--- src/rtl/mouse_input_scheduler_if.sv ---
// Bundle of the mouse-side inputs and the two valid/ready channels toward the game logic.
// The master modport is the scheduler itself; the slave modport is the mouse/game side.
interface mouse_input_scheduler_if;
    logic [11:0] xpos;
    logic [11:0] ypos;
    logic        left;
    logic        frame_tick;
    logic        pos_valid;
    logic [11:0] pos_x;
    logic [11:0] pos_y;
    logic        pos_ready;
    logic        evt_valid;
    logic [11:0] evt_x;
    logic [11:0] evt_y;
    logic        evt_ready;
    logic        evt_overflow;
    logic [7:0]  missed_frames;

    modport master (
        input  xpos, ypos, left, frame_tick, pos_ready, evt_ready,
        output pos_valid, pos_x, pos_y, evt_valid, evt_x, evt_y, evt_overflow, missed_frames
    );

    modport slave (
        output xpos, ypos, left, frame_tick, pos_ready, evt_ready,
        input  pos_valid, pos_x, pos_y, evt_valid, evt_x, evt_y, evt_overflow, missed_frames
    );
endinterface

--- src/rtl/mouse_input_scheduler.sv ---
// Per-frame clamped cursor offer plus a debounced left-click event FIFO, both on
// independent valid/ready channels.
module mouse_input_scheduler #(
    parameter int H_MAX      = 799,
    parameter int V_MAX      = 599,
    parameter int DEBOUNCE   = 4,
    parameter int FIFO_DEPTH = 4
) (
    input logic                     clk,
    input logic                     rst,
    mouse_input_scheduler_if.master sched
);
    localparam int PTR_W = $clog2(FIFO_DEPTH);
    localparam int CNT_W = $clog2(DEBOUNCE + 1);
    localparam logic [11:0] H_LIM = 12'(H_MAX);
    localparam logic [11:0] V_LIM = 12'(V_MAX);

    typedef enum logic {IDLE, OFFER} state_t;

    function automatic logic [11:0] clamp(input logic [11:0] v, input logic [11:0] lim);
        return (v > lim) ? lim : v;
    endfunction

    logic [11:0] cx, cy;
    assign cx = clamp(sched.xpos, H_LIM);
    assign cy = clamp(sched.ypos, V_LIM);

    // Position channel
    state_t      state;
    logic        pos_valid;
    logic [11:0] pos_x, pos_y;
    logic [7:0]  missed_frames;

    always_ff @(posedge clk or posedge rst) begin
        if (rst) begin
            state         <= IDLE;
            pos_valid     <= 1'b0;
            pos_x         <= '0;
            pos_y         <= '0;
            missed_frames <= '0;
        end else begin
            case (state)
                IDLE: begin
                    if (sched.frame_tick) begin
                        state     <= OFFER;
                        pos_valid <= 1'b1;
                        pos_x     <= cx;
                        pos_y     <= cy;
                    end
                end
                OFFER: begin
                    // A tick that lands on the handshake cycle is still a dropped frame.
                    if (sched.frame_tick && missed_frames != 8'hFF)
                        missed_frames <= missed_frames + 8'd1;
                    if (sched.pos_ready) begin
                        state     <= IDLE;
                        pos_valid <= 1'b0;
                    end
                end
                default: begin
                    state     <= IDLE;
                    pos_valid <= 1'b0;
                end
            endcase
        end
    end

    // Debounce
    logic             stable_left;
    logic [CNT_W-1:0] deb_cnt;
    logic             toggle, press;

    assign toggle = (sched.left != stable_left) && (deb_cnt == CNT_W'(DEBOUNCE - 1));
    assign press  = toggle && sched.left;

    always_ff @(posedge clk or posedge rst) begin
        if (rst) begin
            stable_left <= 1'b0;
            deb_cnt     <= '0;
        end else if (sched.left == stable_left) begin
            deb_cnt <= '0;
        end else if (toggle) begin
            stable_left <= sched.left;
            deb_cnt     <= '0;
        end else begin
            deb_cnt <= deb_cnt + CNT_W'(1);
        end
    end

    // Click event FIFO
    logic [11:0]      mem_x [FIFO_DEPTH];
    logic [11:0]      mem_y [FIFO_DEPTH];
    logic [PTR_W-1:0] wr_ptr, rd_ptr;
    logic [PTR_W:0]   count;
    logic             full, pop, do_push, overflow;

    assign full    = (count == (PTR_W + 1)'(FIFO_DEPTH));
    assign pop     = (count != '0) && sched.evt_ready;
    assign do_push = press && (!full || pop);

    always_ff @(posedge clk) begin
        if (do_push) begin
            mem_x[wr_ptr] <= cx;
            mem_y[wr_ptr] <= cy;
        end
    end

    always_ff @(posedge clk or posedge rst) begin
        if (rst) begin
            wr_ptr   <= '0;
            rd_ptr   <= '0;
            count    <= '0;
            overflow <= 1'b0;
        end else begin
            if (do_push) wr_ptr <= wr_ptr + PTR_W'(1);
            if (pop)     rd_ptr <= rd_ptr + PTR_W'(1);
            if (press && full && !pop) overflow <= 1'b1;
            case ({do_push, pop})
                2'b10:   count <= count + (PTR_W + 1)'(1);
                2'b01:   count <= count - (PTR_W + 1)'(1);
                default: count <= count;
            endcase
        end
    end

    assign sched.pos_valid     = pos_valid;
    assign sched.pos_x         = pos_x;
    assign sched.pos_y         = pos_y;
    assign sched.missed_frames = missed_frames;
    assign sched.evt_valid     = (count != '0);
    assign sched.evt_x         = (count != '0) ? mem_x[rd_ptr] : '0;
    assign sched.evt_y         = (count != '0) ? mem_y[rd_ptr] : '0;
    assign sched.evt_overflow  = overflow;
endmodule

--- src/flat_wrapper.sv ---
// flat-port wrapper written by rule: the top's interface ports become plain ports
module mouse_input_scheduler_flat 
#(
    parameter int H_MAX      = 799,
    parameter int V_MAX      = 599,
    parameter int DEBOUNCE   = 4,
    parameter int FIFO_DEPTH = 4
)
  (clk, rst, sched_xpos, sched_ypos, sched_left, sched_frame_tick, sched_pos_ready, sched_evt_ready, sched_pos_valid, sched_pos_x, sched_pos_y, sched_evt_valid, sched_evt_x, sched_evt_y, sched_evt_overflow, sched_missed_frames);
  mouse_input_scheduler_if sched_i ();
  input logic clk;
  input logic rst;
  input wire logic [$bits(sched_i.xpos)-1:0] sched_xpos;
  input wire logic [$bits(sched_i.ypos)-1:0] sched_ypos;
  input wire logic [$bits(sched_i.left)-1:0] sched_left;
  input wire logic [$bits(sched_i.frame_tick)-1:0] sched_frame_tick;
  input wire logic [$bits(sched_i.pos_ready)-1:0] sched_pos_ready;
  input wire logic [$bits(sched_i.evt_ready)-1:0] sched_evt_ready;
  output wire logic [$bits(sched_i.pos_valid)-1:0] sched_pos_valid;
  output wire logic [$bits(sched_i.pos_x)-1:0] sched_pos_x;
  output wire logic [$bits(sched_i.pos_y)-1:0] sched_pos_y;
  output wire logic [$bits(sched_i.evt_valid)-1:0] sched_evt_valid;
  output wire logic [$bits(sched_i.evt_x)-1:0] sched_evt_x;
  output wire logic [$bits(sched_i.evt_y)-1:0] sched_evt_y;
  output wire logic [$bits(sched_i.evt_overflow)-1:0] sched_evt_overflow;
  output wire logic [$bits(sched_i.missed_frames)-1:0] sched_missed_frames;
  assign sched_i.xpos = sched_xpos;
  assign sched_i.ypos = sched_ypos;
  assign sched_i.left = sched_left;
  assign sched_i.frame_tick = sched_frame_tick;
  assign sched_i.pos_ready = sched_pos_ready;
  assign sched_i.evt_ready = sched_evt_ready;
  assign sched_pos_valid = sched_i.pos_valid;
  assign sched_pos_x = sched_i.pos_x;
  assign sched_pos_y = sched_i.pos_y;
  assign sched_evt_valid = sched_i.evt_valid;
  assign sched_evt_x = sched_i.evt_x;
  assign sched_evt_y = sched_i.evt_y;
  assign sched_evt_overflow = sched_i.evt_overflow;
  assign sched_missed_frames = sched_i.missed_frames;
  mouse_input_scheduler #(.H_MAX(H_MAX), .V_MAX(V_MAX), .DEBOUNCE(DEBOUNCE), .FIFO_DEPTH(FIFO_DEPTH)) u_core (.clk(clk), .rst(rst), .sched(sched_i));
endmodule
--- config.mk ---
export PLATFORM = sky130hd
export DESIGN_NAME = mouse_input_scheduler_flat
export DESIGN_NICKNAME = d
export VERILOG_FILES = /design/src/rtl/mouse_input_scheduler_if.sv /design/src/rtl/mouse_input_scheduler.sv /design/src/flat_wrapper.sv
export SDC_FILE = /design/constraint.sdc
export NUM_CORES = 1
export LEC_CHECK = 0
export CAP_MARGIN = 25
export CORE_ASPECT_RATIO = 0.5
export CORE_MARGIN = 1.5
export CORE_UTILIZATION = 47
export DETAILED_ROUTE_END_ITERATION = 8
export PLACE_DENSITY = 0.71
export RECOVER_POWER = 50
export SLEW_MARGIN = 20
export SYNTH_ARGS = -nofsm -noshare
export SYNTH_HDL_FRONTEND = slang
export SYNTH_SLANG_ARGS = --single-unit
--- constraint.sdc ---
create_clock -name clk -period 5.5 [get_ports clk]
set_input_delay 1.1 -clock clk [delete_from_list [all_inputs] [get_ports clk]]
set_output_delay 1.1 -clock clk [all_outputs]
set_load 0.02 [all_outputs]
Word-level counts from Yosys, hierarchy flattened
Memories as Yosys holds them, arrays and structs flattened.
Index checks and enable logic that the tools add are counted.
W data, S select, Z words.
- order comparisons: 2
- bitwise operators: 2
- mux-type cells: 15
- reductions and logical operators: 16
- add/sub/neg operators: 6
- equality and inequality tests: 9
- operator list (operator ; count):
    $mux W12 ; 4
    $gt A12 B10 Y1 const B ; 2
    $add A8 B1 Y8 const B ; 1
    $ne A8 B8 Y1 const B ; 1
    $reduce_and A2 Y1 ; 4
    $logic_and A1 B1 Y1 ; 7
    $add A3 B1 Y3 const B ; 2
    $mux W1 ; 6
    $mux W3 ; 2
    $pmux W3 S2 ; 1
    $add A2 B1 Y2 const B ; 2
    $ne A2 B2 Y1 const B ; 2
    $pmux W1 S2 ; 2
    $eq A3 B2 Y1 const B ; 1
    $eq A3 B3 Y1 const B ; 1
    $reduce_bool A3 Y1 ; 1
    $sub A3 B1 Y3 const B ; 1
    $eq A2 B1 Y1 const B ; 1
    $eq A2 B2 Y1 const B ; 1
    $logic_not A1 Y1 ; 2
    $not A1 Y1 ; 2
    $reduce_bool A2 Y1 ; 1
    $eq A1 B1 Y1 ; 1
    $logic_or A1 B1 Y1 ; 1
    $ne A1 B1 Y1 ; 1
- register bits: 46
- input bits: 30
- memories: 2
- output and inout port bits: 59
- bits in writable memories: 96
- logic and storage cells: 63
- memory list (name ; depth ; bits a word ; read ports ; clocked after memory_dff ; wr ports ; RTL line ; RTL):
    u_core.mem_x ; 4 ; 12 ; 1 ; 0 ; 1 ; mouse_input_scheduler.sv:91 ; logic [11:0] mem_x [FIFO_DEPTH];
    u_core.mem_y ; 4 ; 12 ; 1 ; 0 ; 1 ; mouse_input_scheduler.sv:92 ; logic [11:0] mem_y [FIFO_DEPTH];

Depth between registers and ports, before layout
Gate-level depths: netlist of run 1.
- depth after elaboration: 6
- gate-level depth with buffers: 8
- gate-level depth less buffers: 7

Worst setup path after synthesis of run 1
OpenSTA, ideal clock, no wires.
- kind: input-to-reg
- start: input sched_evt_ready
- end: memory u_core.mem_x[0][0] (enable)
- stages: 4
- setup slack: 2.730 ns
- data arrival time: 2.387 ns
- required time: 5.117 ns
- path buffers: 1
- path through: clkbuf_1 -> nor4b_1 -> and2b_1 -> and2_1
- longest elaborated chain between the ends: 5
- ends and longest elaborated chain (element ; RTL line ; RTL):
    start, declared ; flat_wrapper.sv:18 ; input wire logic [$bits(sched_i.evt_ready)-1:0] sched_evt_ready;
    $logic_and A1 B1 Y1 ; mouse_input_scheduler.sv:98 ; assign pop = (count != '0) && sched.evt_ready;
    $logic_or A1 B1 Y1 ; mouse_input_scheduler.sv:99 ; assign do_push = press && (!full || pop);
    $logic_and A1 B1 Y1 ; mouse_input_scheduler.sv:99 ;
    $mux W1 ; mouse_input_scheduler.sv:102 ; if (do_push) begin
    $mux W1 (implied by the code) ; mouse_input_scheduler.sv:103 ; mem_x[wr_ptr] <= cx;
    end, declared ; mouse_input_scheduler.sv:91 ;
No other way between the ends.

==> results.yml, run 1 <==
outcome:
  status: "complete, but fails checks"
  violations: "capacitance limit, slew limit"
worst_hold_path:
  whs_path_depth: 1
  hp-start: "u_core.deb_cnt[0]"
  hold_end: "u_core.deb_cnt[0]"
  hold_class: "flip-flop to flip-flop"
worst_setup_path:
  cpMaxStageDelayCell: "clkbuf_1"
  end_kind: "async pin"
  crit_path_max_incr_delay_ns: 1.87
  r2r_start: "u_core.count[0]"
  reg2reg_to: "u_core.count[2]"
  r2r_cells: 7
  rrSetupSlack_ns: 2.76
  crit_arrival_ns: 3.56
  worstSetupPathType: "input port to async pin"
  critical_path.top_delay_family: "buffers and inverters"
  cp.required_ns: 5.25
  cp_cell_sequence: "dlygate4sd3_1 -> clkinv_1 -> clkbuf_1"
  critPathBufInv: 3
  crit_path_start_kind: "input port"
  critPathMaxFanout: 46
clocking:
  clk_path_buf_depth: 2
  ctsHtreeMaxLevel: 4
  cts_buffers: 17
  post_cts_resized: 0
  post_cts_buffers: 0
  holdBufCountCts: 0
  clk_pin_slew_ns: 0.06
  cts_tree: "done"
  cts_root_buffer: "clkbuf_16"
  clkSinkCount: 142
  clock_latency_ns: 0.41
die:
  initial_utilization_pct: 48.6
  rows: 28
  fp.dieW_um: 160
  ios: 89
  core_area_um2: 11900
  die-height_um: 81.6
  die_area_um2: 13100
timing:
  slew_viol_final: 74
  slew_headroom_pct: -76.7
  setup_ws_ns: 1.69
  rsz0062_at_grt: "false"
  tns_ns: 0
  fin_skew_ns: 0.00438
  min_period_ns: 3.81
  finalSetupViolations: 0
  fmax_mhz: 262
  tightest_slew_ns: 2.65
  fin_crit_sh_pct: 69.3
  hold_viol: 0
route:
  wl_per_cell_um: 16.2
  dr.pass1.iters: 4
  wirelength_um: 10200
  drc: 0
  viasPerCell: 4.99
  ant_nets: 0
  via_count: 3141
  drtIter0Drc: 165
synth:
  synth_top_area_share_pct: 49.6
  seq_area_frac_synth_pct: 69.4
  yosysTopAreaCell: "edfxtp_1"
  synth_edf_count: 96
  synth_most_common_cell: "edfxtp_1"
  yosysWarnings: 0
  synthAdderAreaFrac_pct: 1.64
  synthMuxAreaShare_pct: 13.7
  yosys.area_share.simple_pct: 9.63
  synth_cell_types: 45
  yosys-top-cells-count: "edfxtp_1 (96), dfrtp_1 (46), and2_1 (40)"
  synth-main-ff-cell: "edfxtp_1"
  synth-xor-area-share_pct: 1.51
  netlist_area_um2: 5810
  synth_area_leaders: "edfxtp_1 (50%), dfrtp_1 (20%), mux4_2 (9.3%), and2_1 (4.3%), mux2_2 (4.3%)"
  synthArstFlopShare_pct: 32.4
  synth_compound_area_share_pct: 2.41
  synth_cells: 338
  avgSynthCellArea_um2: 17.2
  ys_seq_elements: 142
  synth_top_family_by_area: "multiplexers"
place:
  io_buffers: 88
  dp_slack_ns: 2.06
  gp_congestion: 0.728
  place_hpwl_um: 6300
power:
  clkPwrFrac_pct: 32.0
  cellLeakagePower_nw: 2.70
  p_comb_share_pct: 29.3
  intPower_mw: 2.54
  p_sw_mw: 1.06
  power_frac_seq_pct: 38.7
  vdd_drop_max_mv: 0.247
  swShare_pct: 29.5
  powerDensity_nw_per_um2: 480
grt:
  track_usage_pct: 17.2
  antenna_found_initial: 0
  grt_max_degree: 47
  grt_pass1_wl_um: 16400
  grt_pass1_vias: 3207
  grt_overflow: 0
layout:
  drive_gt1_share_pct: 18.1
  final_nets: 489
  diodes: 0
  area_growth_pct: 29.2
run:
  cap_violations: 2
-- cell usage in the layout, fill, tap and decap left out, types with 3 or more instances in the layout --
cell              n
bufinv_16         3
ha_1              6
inv_1             5
and2_1           28
xor2_1            3
o21ai_0           5
mux4_2           24
clkbuf_16        17
nand3_1           6
or3_1             4
buf_4             3
dlygate4sd3_1     9
nand2b_1         11
mux2_2           22
nor3b_1           3
clkinvlp_4        5
conb_1           16
xnor2_1           7
nand2_1          12
and2_0           11
edfxtp_1         96
dfrtp_1          44
clkdlybuf4s50_1  79
nor2_1            5
-- power groups by stage --
stage          Clock (mW)  Combinational, mW  Sequential (mW)
5_1_grt              1.22               1.14             1.42
2_1_floorplan           0              0.698             1.35
3_3_place_gp            0               1.07             1.42
3_5_place_dp            0               1.07             1.42
4_1_cts              1.18               1.07             1.40
6_report             1.15               1.05             1.39
-- worst register-to-register path, stage by stage (launching register included) --
cell and delay, ns:
dfrtp_1 0.46, or3_1 0.75, nand2_1 0.27, nor2_1 0.08
fa_1 0.46, nand2b_1 0.18, o32a_1 0.30, o211ai_1 0.16
-- metal layers --
metal | track usage [%] | up-vias | wire [µm]
met4 | 8.69 | 0 | 160
li1 | - | 1494 | -
met3 | 4.60 | 13 | 406
met2 | 28.4 | 50 | 4890
met5 | 0 | - | 0
met1 | 21.7 | 1584 | 4730
-- worst max-delay path by stage --
| stage | startpoint | cells past startpoint | endpoint |
|---|---|---|---|
| after CTS | u_core.rd_ptr[0] | 3 | sched_evt_y[5] |
| after floorplan | sched_evt_ready | 4 | u_core.mem_x[0][0] |
| after global routing | rst | 3 | u_core.rd_ptr[1] |
| after detailed placement | u_core.rd_ptr[0] | 3 | sched_evt_y[5] |
| after global placement | sched_left | 4 | u_core.mem_y[2][10] |
| final | rst | 3 | u_core.rd_ptr[1] |
-- state kept, by name, indices dropped and copies added (netlist names) --
signal                      count
u_core.mem_x                   48
u_core.mem_y                   48
u_core.sched.pos_x             12
u_core.sched.pos_y             12
u_core.sched.missed_frames      8
u_core.count                    3
u_core.deb_cnt                  3
u_core.rd_ptr                   2
u_core.wr_ptr                   2
u_core.sched.evt_overflow       1
u_core.sched.pos_valid          1
u_core.stable_left              1
u_core.state                    1
-- cells by family after synthesis --
family                     Yosys count
AOI/OAI and AO/OA                   19
xor gates and xnor gates            10
adders and majority gates            7
buffers and inverters               19
DFF                                142
muxes                               47
other                                1
and+or+nand+nor                     93
-- layout make-up --
| class | instances | area, µm² |
|---|---|---|
| clock buffer | 18 | 439 |
| clock inverter | 14 | 168 |
| fill | 890 | 4440 |
| inverter | 6 | 22.5 |
| multi-input combinational | 192 | 1720 |
| sequential | 142 | 4040 |
| tap | 165 | 206 |
| timing repair buffer | 93 | 911 |
-- through the flow --
stage | cells | power (mW) | util (%) | instance area, µm² | hold WS (ns)
final | 630 | 3.60 | 62.8 | 7510 | 0.444
after global routing | 630 | 3.77 | 62.8 | 7510 | 0.475
after CTS | 630 | 3.66 | 63.0 | 7530 | 0.448
after detailed placement | 598 | 2.49 | 58.0 | 6930 | 0.440
after global placement | 598 | 2.49 | 57.9 | 6920 | 0.432
after floorplan | 353 | 2.05 | - | 5870 | 0.419
(Power assumes the default switching activity.)
==> run 2: changes to the inputs <==
clock period = 3.83 ns   (was 5.5 ns; I/O delays follow)
==> results.yml, run 2 (same netlist as run 1, synthesis figures left out) <==
timing:
  fin_hold_ws_ns: 0.441
  slew_viol_final: 0
  rsz0062_at_grt: "false"
  fin_skew_ns: 0.0102
  fmax_mhz: 306
  tightest_slew_ns: 1.42
  slew_headroom_pct: 5.41
  hold_viol: 0
  fin_crit_sh_pct: 85.3
  min_period_ns: 3.27
  finalSetupViolations: 0
  setup_ws_ns: 0.564
  tns_ns: 0
layout:
  reg.largest.list: "u_core.mem_x x48, u_core.mem_y x48"
  diodes: 0
  final_common_cell: "edfxtp_1"
  final_cell_mix: "edfxtp_1 (96), clkdlybuf4s50_1 (79), dfrtp_1 (45)"
  final_nets: 494
  drive_gt1_share_pct: 18.3
  fin_util_pct: 63.4
  fillerInstances: 872
  area_growth_pct: 30.4
clocking:
  post_cts_resized: 0
  cts_root_buffer: "clkbuf_16"
  holdBufCountCts: 0
  clk_pin_slew_ns: 0.06
  post_cts_buffers: 0
  cts_buffers: 17
  clock_latency_ns: 0.41
  ctsHtreeMaxLevel: 4
  clk_path_buf_depth: 2
  cts_tree: "done"
  clkSinkCount: 142
route:
  drtIter0Drc: 131
  wirelength_um: 10700
  wl_per_cell_um: 16.9
  viasPerCell: 5.06
  dr.pass1.iters: 4
  drc: 0
  via_count: 3213
  ant_nets: 0
grt:
  grt_pass1_vias: 3279
  grt_max_degree: 35
  track_usage_pct: 18.1
  grt_overflow: 0
  antenna_found_initial: 0
  grt_pass1_wl_um: 17400
worst_setup_path:
  r2r_start: "u_core.count[0]"
  worstSetupPathType: "flip-flop to output pin"
  critPathMaxFanout: 27
  r2r_cells: 7
  crit_arrival_ns: 2.50
  reg2reg_to: "u_core.count[2]"
  crit_path_start_kind: "flip-flop"
  cp.required_ns: 3.06
  end_kind: "output pin"
  rrSetupSlack_ns: 1.06
power:
  total_power_mw: 5.23
  powerDensity_nw_per_um2: 690
  cellLeakagePower_nw: 2.74
  vdd_drop_max_mv: 0.336
outcome:
  status: "finished clean"
die:
  rows: 28
  fp.dieW_um: 160
  core_area_um2: 11900
  die-height_um: 81.6
  die_area_um2: 13100
  ios: 89
  initial_utilization_pct: 48.6
worst_hold_path:
  hold_end: "u_core.deb_cnt[0]"
  whs_path_depth: 1
  hp-start: "u_core.deb_cnt[0]"
  hold_class: "flip-flop to flip-flop"
run:
  cap_violations: 0
place:
  io_buffers: 88
  dp_slack_ns: 0.760
  place_hpwl_um: 6970
  gp_congestion: 0.700
==> run 2: cell types whose count changed in the layout (fill, tap and decap cells not counted), moves of 2 or more <==
cell / delta
clkinvlp_4: -4
buf_12: +3
buf_4: +2
clkinv_4: +2
==> run 2: area by class of cell <==
| type | instances | area [µm²] | area share, % |
|---|---|---|---|
| flip-flops and latches | 142 | 4040 | 53.2 |
| multi-input cells | 192 | 1720 | 22.7 |
| repair buffers | 98 | 986 | 13.0 |
| clock buffers | 19 | 443 | 5.84 |
| well taps | 165 | 206 | 2.72 |
| clock inverters | 13 | 164 | 2.16 |
| inverters | 6 | 22.5 | 0.297 |
==> run 2: worst max-delay path, cell delays in order, from the launching register on <==
cell and delay (ns):
dfrtp_1 0.47, or3_1 0.77, and2_1 0.30, clkdlybuf4s50_1 0.56
==> run 2: worst max-delay path by stage <==
stage	depth (start not counted)	startpoint	to	slack [ns]
floorplan	4	sched_evt_ready	u_core.mem_x[0][0]	1.39
global placement	7	sched_left	u_core.count[2]	0.80
detailed placement	7	sched_left	u_core.count[2]	0.76
CTS	3	u_core.count[0]	sched_evt_x[7]	0.52
global route	3	u_core.count[0]	sched_evt_x[7]	0.40
finish	3	u_core.count[0]	sched_evt_x[7]	0.56
==> run 2: report_power, final <==
part / switching [mW] / internal [mW]
registers: 0.144 / 1.76
clock network: 0.623 / 1.04
logic: 0.785 / 0.872
==> run 2: layer usage <==
metal	global-route usage, %	up-vias	routed length, µm
met3	4.65	7	392
met4	6.73	0	76
li1	-	1501	-
met1	23.8	1642	4970
met2	29.6	63	5290
met5	0	-	0
==> run 2: per-stage QoR <==
stage,area (µm²),cells
after floorplan,5870,353
after global placement,7000,603
after detailed placement,7000,603
after CTS,7600,635
after global routing,7580,635
final,7580,635
